### src/rtl/tdm_mux_reg.sv
// Registered N-input mux for the one-way ring, time-division scheduled per domain.
// Each input port is a security domain with its own one-entry buffer. A slot of
// p_slot_cycles cycles rotates through the domains regardless of traffic, so one
// domain's valids or backpressure can never shift when another domain is served.
module tdm_mux_reg #(
    parameter int unsigned p_nbits       = 32,
    parameter int unsigned p_nports      = 4,
    parameter int unsigned p_slot_cycles = 4,
    localparam int unsigned c_dbits      = (p_nports > 1) ? $clog2(p_nports) : 1,
    localparam int unsigned c_cbits      = (p_slot_cycles > 1) ? $clog2(p_slot_cycles) : 1
) (
    input  logic                          clk_i,
    input  logic                          reset_i,
    input  logic [p_nports-1:0]           in_val_i,
    input  logic [p_nports*p_nbits-1:0]   in_msg_i,
    output logic [p_nports-1:0]           in_rdy_o,
    output logic                          out_val_o,
    output logic [p_nbits-1:0]            out_msg_o,
    input  logic                          out_rdy_i,
    output logic [c_dbits-1:0]            out_domain_o,
    output logic                          slot_start_o
);

    localparam logic [c_dbits-1:0] SlotMax = c_dbits'(p_nports - 1);
    localparam logic [c_cbits-1:0] CntMax  = c_cbits'(p_slot_cycles - 1);

    logic [c_dbits-1:0] slot_q, slot_d;
    logic [c_cbits-1:0] cnt_q, cnt_d;
    logic [p_nports-1:0] buf_val_q, buf_val_d;
    logic [p_nbits-1:0]  buf_msg_q [p_nports];
    logic [p_nbits-1:0]  buf_msg_d [p_nports];
    logic                deq;

    // Slot scheduler: free-running, never looks at valids or out_rdy.
    always_comb begin
        cnt_d  = cnt_q + c_cbits'(1);
        slot_d = slot_q;
        if (cnt_q == CntMax) begin
            cnt_d  = '0;
            slot_d = (slot_q == SlotMax) ? '0 : slot_q + c_dbits'(1);
        end
    end

    // Outputs come only from the current slot's buffer; an empty buffer shows zero.
    always_comb begin
        out_domain_o = slot_q;
        slot_start_o = (cnt_q == '0);
        out_val_o    = buf_val_q[slot_q];
        out_msg_o    = buf_val_q[slot_q] ? buf_msg_q[slot_q] : '0;
        deq          = buf_val_q[slot_q] && out_rdy_i;
        for (int i = 0; i < int'(p_nports); i++) begin
            // Ready depends only on slot, own buffer and out_rdy, never on any in_val.
            in_rdy_o[i] = (slot_q == c_dbits'(i)) && (!buf_val_q[i] || out_rdy_i);
        end
    end

    // Buffer next state: dequeue first, then a same-cycle enqueue overrides it.
    always_comb begin
        buf_val_d = buf_val_q;
        for (int i = 0; i < int'(p_nports); i++) begin
            buf_msg_d[i] = buf_msg_q[i];
            if (deq && (slot_q == c_dbits'(i))) begin
                buf_val_d[i] = 1'b0;
            end
            if (in_val_i[i] && in_rdy_o[i]) begin
                buf_val_d[i] = 1'b1;
                buf_msg_d[i] = in_msg_i[i*p_nbits +: p_nbits];
            end
        end
    end

    // State registers with synchronous reset; reset discards all buffered traffic.
    always_ff @(posedge clk_i) begin
        if (reset_i) begin
            slot_q    <= '0;
            cnt_q     <= '0;
            buf_val_q <= '0;
            for (int i = 0; i < int'(p_nports); i++) begin
                buf_msg_q[i] <= '0;
            end
        end else begin
            slot_q    <= slot_d;
            cnt_q     <= cnt_d;
            buf_val_q <= buf_val_d;
            for (int i = 0; i < int'(p_nports); i++) begin
                buf_msg_q[i] <= buf_msg_d[i];
            end
        end
    end

endmodule

### config.mk
export PLATFORM = sky130hd
export DESIGN_NAME = tdm_mux_reg
export DESIGN_NICKNAME = d
export VERILOG_FILES = /design/src/rtl/tdm_mux_reg.sv
export SDC_FILE = /design/constraint.sdc
export NUM_CORES = 1
export LEC_CHECK = 0
export BUFFER_PORTS_ARGS = -buffer_cell sky130_fd_sc_hd__buf_2
export CAP_MARGIN = 20
export CORE_ASPECT_RATIO = 0.75
export CORE_MARGIN = 2
export CORE_UTILIZATION = 40
export DETAILED_ROUTE_END_ITERATION = 8
export PLACE_DENSITY = 0.67
export REMOVE_ABC_BUFFERS = 1
export SKIP_CTS_REPAIR_TIMING = 1
export SLEW_MARGIN = 20
export SYNTH_ARGS = -nofsm -noshare
export SYNTH_HDL_FRONTEND = slang
export SYNTH_SLANG_ARGS = --single-unit
### constraint.sdc
create_clock -name clk_i -period 3.2 [get_ports clk_i]
set_input_delay 0.16 -clock clk_i [delete_from_list [all_inputs] [get_ports clk_i]]
set_output_delay 0.16 -clock clk_i [all_outputs]
set_load 0.005 [all_outputs]
Word-level counts from Yosys, hierarchy flattened --
Memory sizes are Yosys's and may differ from the RTL's. A register that Yosys moved wholly into a read port is not among the register bits. Cells that the tools add are included.
Storage, ports and cells: memory bits (writable) 128, word-level logic and storage cells 79, register bits 8, memories kept 1, output and inout port bits 40
Memories:
- buf_msg_q | words 4, width 32, rd ports 1, clocked after Yosys merged registers in 1, wr ports 4, line 30 | logic [p_nbits-1:0] buf_msg_q [p_nports];
Operators by class: reductions and logical operators 32, bitwise gates (word level) 4, magnitude comparators 1, $add $sub $neg 2, muxes and demuxes 25, equality and inequality tests 8
Operators by type and width (number):
- 32-bit 2-to-1 mux | 9
- 1-bit logical AND | 13
- 1-bit 2-to-1 mux | 12
- 2-bit AND reduction | 4
- 2-bit nonzero test | 4
- 2-bit equality test, second input constant | 3
- 2-bit 2-to-1 mux | 3
- 2-bit by 1-bit adder with 2-bit output, second input constant | 2
- 1-bit zero test | 4
- 2-bit zero test | 2
- 1-bit logical OR | 4
- 1-bit inequality test, second input constant | 4
- 1-bit OR | 4
- 2-bit by 3-bit less-than comparator with 1-bit output, second input constant | 1
- 1-bit binary-select mux with 2-bit select | 1
- 2-bit by 1-bit equality test with 1-bit output, second input constant | 1
- 2-bit OR reduction | 1

Logic depth before layout (Yosys ltp) --
Gate-level depths: netlist of the first run.
depth after elaboration 7, depth in mapped cells 6, depth with buffers taken out 5

Least setup slack after synthesis of the first run --
OpenSTA, ideal clock, no wires.
path type flip-flop to flip-flop, start point register slot_q[0], in the netlist out_domain_o[0], end point memory buf_msg_q[3][0], enable pin, slack 433 ps, cell stages (with the launch flop) 4, period minus slack after synthesis 2767 ps, path buffers 0, arrival 2339 ps, cells stage by stage dfxtp_1 > ha_1 > nand2_1 > o21bai_1
RTL lines:
- from (decl) | line 27 | logic [c_dbits-1:0] slot_q, slot_d;
- from (signal assigned) | line 82 | slot_q <= slot_d;
- to (decl) | line 30

Final worst setup path of the first run --
start point register slot_q[0], in the netlist out_domain_o[0], end point output port out_msg_o[16]
On the way: word-level cells in the longest chain between the ends 3
Ends and longest elaborated chain:
- 1-bit binary-select mux with 2-bit select | line 49 | out_msg_o = buf_val_q[slot_q] ? buf_msg_q[slot_q] : '0;
- 1-bit 2-to-1 mux (implied by the code) | line 49
- 32-bit 2-to-1 mux | line 49
- to (decl) | line 18 | output logic [p_nbits-1:0] out_msg_o,
Every way passes these cells. The select of a mux whose other input is x is not followed.

==> flow_summary.yaml, run 1 <==
sta:
  post-route-min-period_ns: 2.45
  fin_crit_sh_pct: 76.6
  tightest_slew_ns: 0.951
  hold_viol: 0
  skew_ns: 0.00882
  rsz0062_at_grt: "false"
  setup_viol: 0
  fmax_mhz: 408
  maxSlewHeadroom_pct: 36.6
  fin_setup_tns_ns: 0
  maxSlewViolCount: 0
global_routing:
  overflow: 0
  antenna_found_initial: 1
  grt_pass1_vias: 4300
  grtUsageTotal_pct: 19.3
  grt_max_degree: 36
  grt_pass1_wl_mm: 23.9
cells_and_area:
  fillers: 1339
  fin_nets: 725
  regArea_sq_um: 4050
  final_layout_size_suffix_gt1_share_pct: 41.7
  design_area_sq_um: 8010
  multi_input_area_sq_um: 2160
  area_growth_pct: 26.4
worst_setup_path:
  cpMaxStageDelayCell: "dfxtp_1"
  cp_max_fo: 35
  path_cells: "mux2i_1 > mux2_2 > clkinv_2 > and2_1 > buf_2"
  crit_type: "reg -> out"
  critPathBufInv: 2
  rr_startpoint: "out_domain_o[0]$_SDFFE_PP0N_"
  critPathCaptureType: "primary output"
  required_ns: 3.04
  start_kind: "register"
  cp_data_arrival_time_ns: 2.29
  startpoint: "out_domain_o[0]$_SDFFE_PP0N_"
  slowest_delay_ns: 0.50
  regToRegSetupSlack_ns: 1.04
  cp_top_family: "buffers and inverters"
floorplan:
  initial_core_util_pct: 41.2
  pin_count: 175
  die_w_um: 149
  core-area_sq_um: 15400
  die_area_sq_um: 16900
  placement_rows: 39
  die_h_um: 113
yosys:
  yosys-top-cells-area: "edfxtp_1 61%, and2_1 16%, mux4_2 9.2%"
  synthCells: 407
  netlist.area_leader.share_pct: 60.7
  ys_seq_elements: 138
  synth.distinct_cells: 30
  ys_warn_count: 0
  netlist_area_sq_um: 6340
  avgSynthCellArea_sq_um: 15.6
  ys_seq_area_share_pct: 63.8
  synth_area_leader_cell: "edfxtp_1"
clock_tree:
  cts_tree: "done"
  cts_max_level: 4
  cts_num_sinks: 138
  cts_buffer_depth: 2
  clock_latency_ns: 0.41
  cts_inserted_buffers: 17
  clk_pin_slew_worst_paths_ns: 0.07
  cts-root-buf: "clkbuf_16"
detailed_routing:
  via_per_inst: 4.99
  route.detailed.drc: 0
  num_vias: 4003
  drtIter0Drc: 258
  wirelength_mm: 15.6
  drtAntennaViolNets: 0
  drt-pass1-iter-count: 4
  routedWlPerCell_um: 19.5
min_path:
  worstHoldStart: "in_msg_i[14]"
  hp-class: "in -> reg"
placed_design:
  gp_congestion: 0.810
  post_dp_cell_area_sq_um: 7440
  port_buffers: 174
  hpwl_mm: 10.2
power:
  leakage_nw: 3.31
  power_mw: 4.39
  cellPowerDensity_nw_per_um2: 548
  vdd_drop_max_uv: 337
flow_run:
  max_cap_violations: 0
outcome:
  status: "finished, final reports clean"
[worst register-to-register path, cell delays in order, from the launching register on]
cell     delay (ns)
dfxtp_1        0.40
inv_1          0.12
ha_1           0.18
inv_1          0.09
a21oi_1        0.18
a21o_2         0.80
[layout make-up]
type	instances	area share, %
inverters	10	0.484
diodes	1	0.0312
well taps	205	3.20
multi-input cells	236	26.9
repair buffers	181	11.7
clock buffers	21	5.62
clock inverters	11	1.53
flip-flops and latches	138	50.5
[power breakdown]
part	internal, mW	switching (mW)
registers	2.07	0.0387
clock network	1.17	0.736
logic	0.195	0.182
total	3.43	0.957
[per-layer routing]
metal	global-route usage, %	vias up	wire length [um]
li1	-	1834	-
met1	25.8	1995	6700
met2	31.3	159	7730
met3	4.72	15	1030
met4	5.90	0	185
met5	0	-	0
[flip-flops by register name (all words and copies together) (netlist names), named ones only]
name,count
buf_msg_q,128
buf_val_q,4
cnt_q,2
out_domain_o,2
[synthesized netlist by cell type]
cell,n
nand2_1,2
clkinv_2,1
nor3_1,1
o21bai_1,2
ha_1,6
a21oi_1,6
nor2b_1,3
buf_6,4
mux4_2,26
nor2_1,5
a211oi_1,2
and3_1,2
and2b_1,1
mux2i_1,4
edfxtp_1,128
clkbuf_2,6
nor3_2,2
inv_2,1
mux4_1,6
a2111oi_4,2
and2_1,160
a21o_1,2
mux2_2,1
buf_4,2
buf_2,2
inv_1,8
nor3b_1,1
clkbuf_1,9
o41a_1,2
dfxtp_1,10
[final timing paths]
check	endpoint	cells after the start
worst max register to register	buf_msg_q[2][30]$_SDFFCE_PN0P_	5
worst min register to register	cnt_q[0]$_SDFF_PP0_	1
worst min-delay path	buf_msg_q[0][14]$_SDFFCE_PN0P_	2
worst max-delay path	out_msg_o[16]	5
[per-stage QoR]
step	instances	hold slack, ns	setup WS (ns)	util (%)
final	803	0.0200	0.749	52.1
after global routing	803	0.0126	0.547	52.1
after CTS	802	0.00498	0.675	52.1
after detailed placement	770	0.439	1.03	48.4
after global placement	770	0.438	1.14	48.4
after floorplan	384	0.231	0.433	-
[placed cells by master, fill, tap and decap left out, types with 8 or more instances in the layout]
cell type and instances:
edfxtp_1 128, and2_1 160, mux4_2 26, clkbuf_16 17
buf_2 174, inv_1 8, dfxtp_1 8
[kinds of logic (layout without fill, tap and decap cells)]
kind of cell / Yosys count / after routing / synth area share (%)
adders and majority gates: 6 / 6 / 1.18
DFF: 138 / 138 / 63.8
AOI/OAI and AO/OA: 16 / 16 / 2.41
and+or+nand+nor: 177 / 177 / 17.3
buffers and inverters: 33 / 223 / 2.72
muxes: 37 / 37 / 12.5
other: 0 / 1 / 0
No activity file was read; power rests on OpenSTA's default activity.
==> inputs of run 2 (changes only) <==
Clock period 3.2 ns to 2.55 ns, I/O delays scaled along.
==> run 2 against run 1 <==
Compared with the run above: the flow now finishes with violations (hold timing); largest cell class unchanged; core utilization grew 4.1 points; cell count grew 7.1%; setup slack lost 0.34 ns; design area grew 7.9%; clock power grew 29%; non-clock buffer count grew 60; power grew 29%; via count grew 4.9%; largest power group unchanged; first-iteration DRC count grew 12%; combinational power grew 49%; critical path depth is the same; die area is the same.
==> flow_summary.yaml, run 2 (synthesis gave the netlist of run 1 again) <==
clock_tree:
  cts-root-buf: "clkbuf_16"
  cts_tree: "done"
  cts_num_sinks: 138
  clk_pin_slew_worst_paths_ns: 0.05
  cts_inserted_buffers: 17
  cts_max_level: 4
  clock_latency_ns: 0.41
  cts_buffer_depth: 2
worst_setup_path:
  cp_data_arrival_time_ns: 2.01
  regToRegSetupSlack_ns: 0.46
  startpoint: "out_domain_o[0]$_SDFFE_PP0N_"
  crit_type: "reg -> out"
  critPathCaptureType: "primary output"
  cp_max_fo: 35
  rr_startpoint: "out_domain_o[0]$_SDFFE_PP0N_"
  reg2reg_to: "buf_msg_q[2][10]$_SDFFCE_PN0P_"
  required_ns: 2.42
  ff2ff_path_depth: 5
  crit_end: "out_msg_o[25]"
  start_kind: "register"
cells_and_area:
  fillers: 1276
  multi_input_area_sq_um: 2160
  largest_register: "buf_msg_q"
  final_layout_size_suffix_gt1_share_pct: 37.7
  final_cells: 860
  area_growth_pct: 36.3
  regArea_sq_um: 4050
  final_common_cell: "buf_2"
  final_util_pct: 56.2
  antenna_cells: 0
  fin_nets: 785
  design_area_sq_um: 8640
  final_cell_mix: "174 x buf_2, 160 x and2_1, 128 x edfxtp_1"
  largest_reg_flops: 128
  reg.largest.list: "buf_msg_q: 128 flops, buf_val_q: 4 flops"
sta:
  fmax_mhz: 468
  tightest_slew_ns: 0.877
  hold_viol: 5
  worst_slack_ns: 0.411
  fin_setup_tns_ns: 0
  fin_crit_sh_pct: 83.9
  setup_viol: 0
  holdWs_ns: -0.00536
  skew_ns: 0.0110
  maxSlewViolCount: 0
  maxSlewHeadroom_pct: 41.5
  post-route-min-period_ns: 2.14
  rsz0062_at_grt: "false"
placed_design:
  post_dp_cell_area_sq_um: 7480
  port_buffers: 174
  place_inst: 773
  gp_congestion: 0.810
  hpwl_mm: 9.84
  place_ws_ns: 0.461
flow_run:
  max_cap_violations: 0
min_path:
  worstHoldStart: "in_msg_i[103]"
  hp-class: "in -> reg"
global_routing:
  grtUsageTotal_pct: 19.1
  antenna_found_initial: 0
  grt_pass1_wl_mm: 23.5
  grt_pass1_vias: 4277
  grt_max_degree: 36
  overflow: 0
floorplan:
  die_area_sq_um: 16900
  pin_count: 175
  placement_rows: 39
  die_h_um: 113
  initial_core_util_pct: 41.2
  die_w_um: 149
  core-area_sq_um: 15400
detailed_routing:
  drtIter0Drc: 290
  route.detailed.drc: 0
  via_per_inst: 4.88
  num_vias: 4199
  drtAntennaViolNets: 0
  wirelength_mm: 15.6
  routedWlPerCell_um: 18.2
  drt-pass1-iter-count: 5
power:
  cellPowerDensity_nw_per_um2: 655
  vdd_drop_max_uv: 442
  leakage_nw: 3.59
outcome:
  violations: "hold timing"
  status: "finished with violations"
-- run 2: metal layers --
layer	track usage (%)	up-vias	wire, um
met1	25.4	2055	6620
met3	5.00	6	1180
met5	0	-	0
met2	31.0	186	7710
li1	-	1952	-
met4	6.22	0	114
-- run 2: report_power, final --
group / switching [mW] / internal (mW) / total (mW)
sequential: 0.0351 / 2.60 / 2.64
combinational: 0.253 / 0.308 / 0.561
clock: 0.860 / 1.60 / 2.46
total: 1.15 / 4.51 / 5.66
-- run 2: worst min path at each step --
stage,depth (start not counted),endpoint
2_1_floorplan,1,cnt_q[0]$_SDFF_PP0_
3_3_place_gp,2,buf_val_q[1]$_SDFFE_PP0P_
3_5_place_dp,2,buf_msg_q[0][7]$_SDFFCE_PN0P_
4_1_cts,2,buf_val_q[1]$_SDFFE_PP0P_
5_1_grt,2,buf_msg_q[2][5]$_SDFFCE_PN0P_
6_report,2,buf_msg_q[3][7]$_SDFFCE_PN0P_
-- run 2: area by class of cell --
cell class / instances / share of cell area (%)
clock inverter: 12 / 1.81
sequential: 138 / 46.8
timing repair buffer: 241 / 18.0
inverter: 10 / 0.463
clock buffer: 18 / 4.97
tap: 205 / 2.97
multi-input combinational: 236 / 25.0
-- run 2: worst max-delay path, cell delays in order (launching register included) --
cell     delay (ns)
dfxtp_1        0.49
mux2i_1        0.14
mux2_2         0.33
inv_4          0.30
and2_1         0.22
buf_2          0.12
-- run 2: metrics by stage --
stage | power (mW) | hold slack (ns)
after global placement | 3.17 | 0.395
after floorplan | 2.91 | 0.199
after detailed placement | 3.19 | 0.407
final | 5.66 | -0.00536
after global routing | 5.85 | 0.000574
after CTS | 5.64 | -0.0353
==> inputs of run 3 (changes only) <==
Clock period 2.55 ns to 2.2 ns, I/O delays scaled along.
==> run 3 against run 2 <==
Compared with the run above: the flow still finishes with violations (hold timing); setup slack worse by 0.27 ns; critical endpoint is now out_msg_o[27]; largest cell class unchanged; clock power up 26%; die area did not move; flip-flop and latch count is the same; sequential power increased by 16%.
==> flow_summary.yaml, run 3 (synthesis gave the netlist of run 1 again) <==
placed_design:
  hpwl_mm: 9.99
  post_dp_cell_area_sq_um: 7560
  place_inst: 776
  port_buffers: 174
  gp_congestion: 0.816
detailed_routing:
  wirelength_mm: 16.6
  drtIter0Drc: 280
  wl_met3_um: 954
  drt-pass1-iter-count: 4
  highest_layer: "met4"
  via_per_inst: 4.85
  drtAntennaViolNets: 0
  route.detailed.drc: 0
  met2_length_mm: 8.46
  met1_length_mm: 6.95
  num_vias: 4445
  routedWlPerCell_um: 18.1
sta:
  post-route-min-period_ns: 2.06
  skew_ns: 0.0101
  fin_crit_sh_pct: 93.4
  fmax_mhz: 486
  setup_viol: 0
  fin_setup_tns_ns: 0
  hold_viol: 4
  maxSlewViolCount: 0
  maxSlewHeadroom_pct: 42.2
  rsz0062_at_grt: "false"
  tightest_slew_ns: 0.868
  holdWs_ns: -0.0127
floorplan:
  pin_count: 175
  initial_core_util_pct: 41.2
  die_area_sq_um: 16900
  core-area_sq_um: 15400
  die_h_um: 113
  placement_rows: 39
  die_w_um: 149
worst_setup_path:
  critPathCaptureType: "primary output"
  cp_data_arrival_time_ns: 1.95
  startpoint: "out_domain_o[0]$_SDFFE_PP0N_"
  cp_max_fo: 19
  start_kind: "register"
  crit_type: "reg -> out"
  required_ns: 2.09
  rr_startpoint: "out_domain_o[1]$_SDFFE_PP0N_"
clock_tree:
  cts_inserted_buffers: 17
  cts_tree: "done"
  cts_buffer_depth: 2
  cts_num_sinks: 138
  clock_latency_ns: 0.42
  clk_pin_slew_worst_paths_ns: 0.06
  cts-root-buf: "clkbuf_16"
  cts_max_level: 4
cells_and_area:
  reg.largest.list: "buf_msg_q: 128 flops, buf_val_q: 4 flops"
  fin_nets: 839
  largest_reg_flops: 128
  design_area_sq_um: 9300
  final_layout_size_suffix_gt1_share_pct: 36.3
  area_growth_pct: 46.7
  final_common_cell: "buf_2"
  final_cell_mix: "174 x buf_2, 160 x and2_1, 128 x edfxtp_1"
  final_util_pct: 60.5
  antenna_cells: 0
  largest_register: "buf_msg_q"
  final_cells: 916
global_routing:
  grt_pass1_wl_mm: 23.6
  grt_pass1_vias: 4286
  antenna_found_initial: 0
  overflow: 0
  grtUsageTotal_pct: 19.2
  grt_max_degree: 33
outcome:
  violations: "hold timing"
  status: "finished with violations"
power:
  leakage_nw: 3.86
  cellPowerDensity_nw_per_um2: 741
  power_mw: 6.88
  vdd_drop_max_uv: 438
min_path:
  hp-class: "in -> reg"
  worstHoldStart: "in_msg_i[32]"
flow_run:
  max_cap_violations: 0
run 3: report_power, final:
part           switching, mW  total, mW  internal, mW
Combinational          0.311      0.745         0.434
Clock                   1.07       3.09          2.02
Sequential            0.0402       3.05          3.01
Total                   1.42       6.88          5.47
run 3: area by class of cell:
class / count / area (sq um)
fillers: 1179 / 6080
flip-flops and latches: 138 / 4050
multi-input cells: 236 / 2160
repair buffers: 295 / 2140
clock buffers: 22 / 484
well taps: 205 / 256
clock inverters: 10 / 165
inverters: 10 / 42.5
run 3: through the flow:
step,hold slack [ns],setup WS (ns)
2_1_floorplan,0.181,-0.567
4_1_cts,-0.0524,-0.0805
3_5_place_dp,0.389,0.0391
3_3_place_gp,0.388,0.184
6_report,-0.0127,0.144
5_1_grt,0.000483,0.0304
run 3: worst paths after layout:
kind                                                        to  slack (ns)  depth (start not counted)
worst min register to register             cnt_q[0]$_SDFF_PP0_        0.46                          1
worst max register to register  buf_msg_q[2][13]$_SDFFCE_PN0P_        0.18                          4
worst max-delay path                             out_msg_o[27]        0.14                          7
worst min-delay path             buf_msg_q[1][0]$_SDFFCE_PN0P_       -0.01                          2
run 3: critical path, stage by stage, from the launching register on:
cell and delay, ns:
dfxtp_1 0.31, buf_4 0.16, mux2i_1 0.12, mux2_2 0.34, inv_6 0.16, buf_12 0.17
and2_1 0.16, buf_2 0.12
run 3: routing by layer:
metal  vias up  GRT usage [%]
met4         0           6.22
met1      2190           24.6
met3        24           5.85
met5         -              0
li1       2061              -
met2       170           31.4
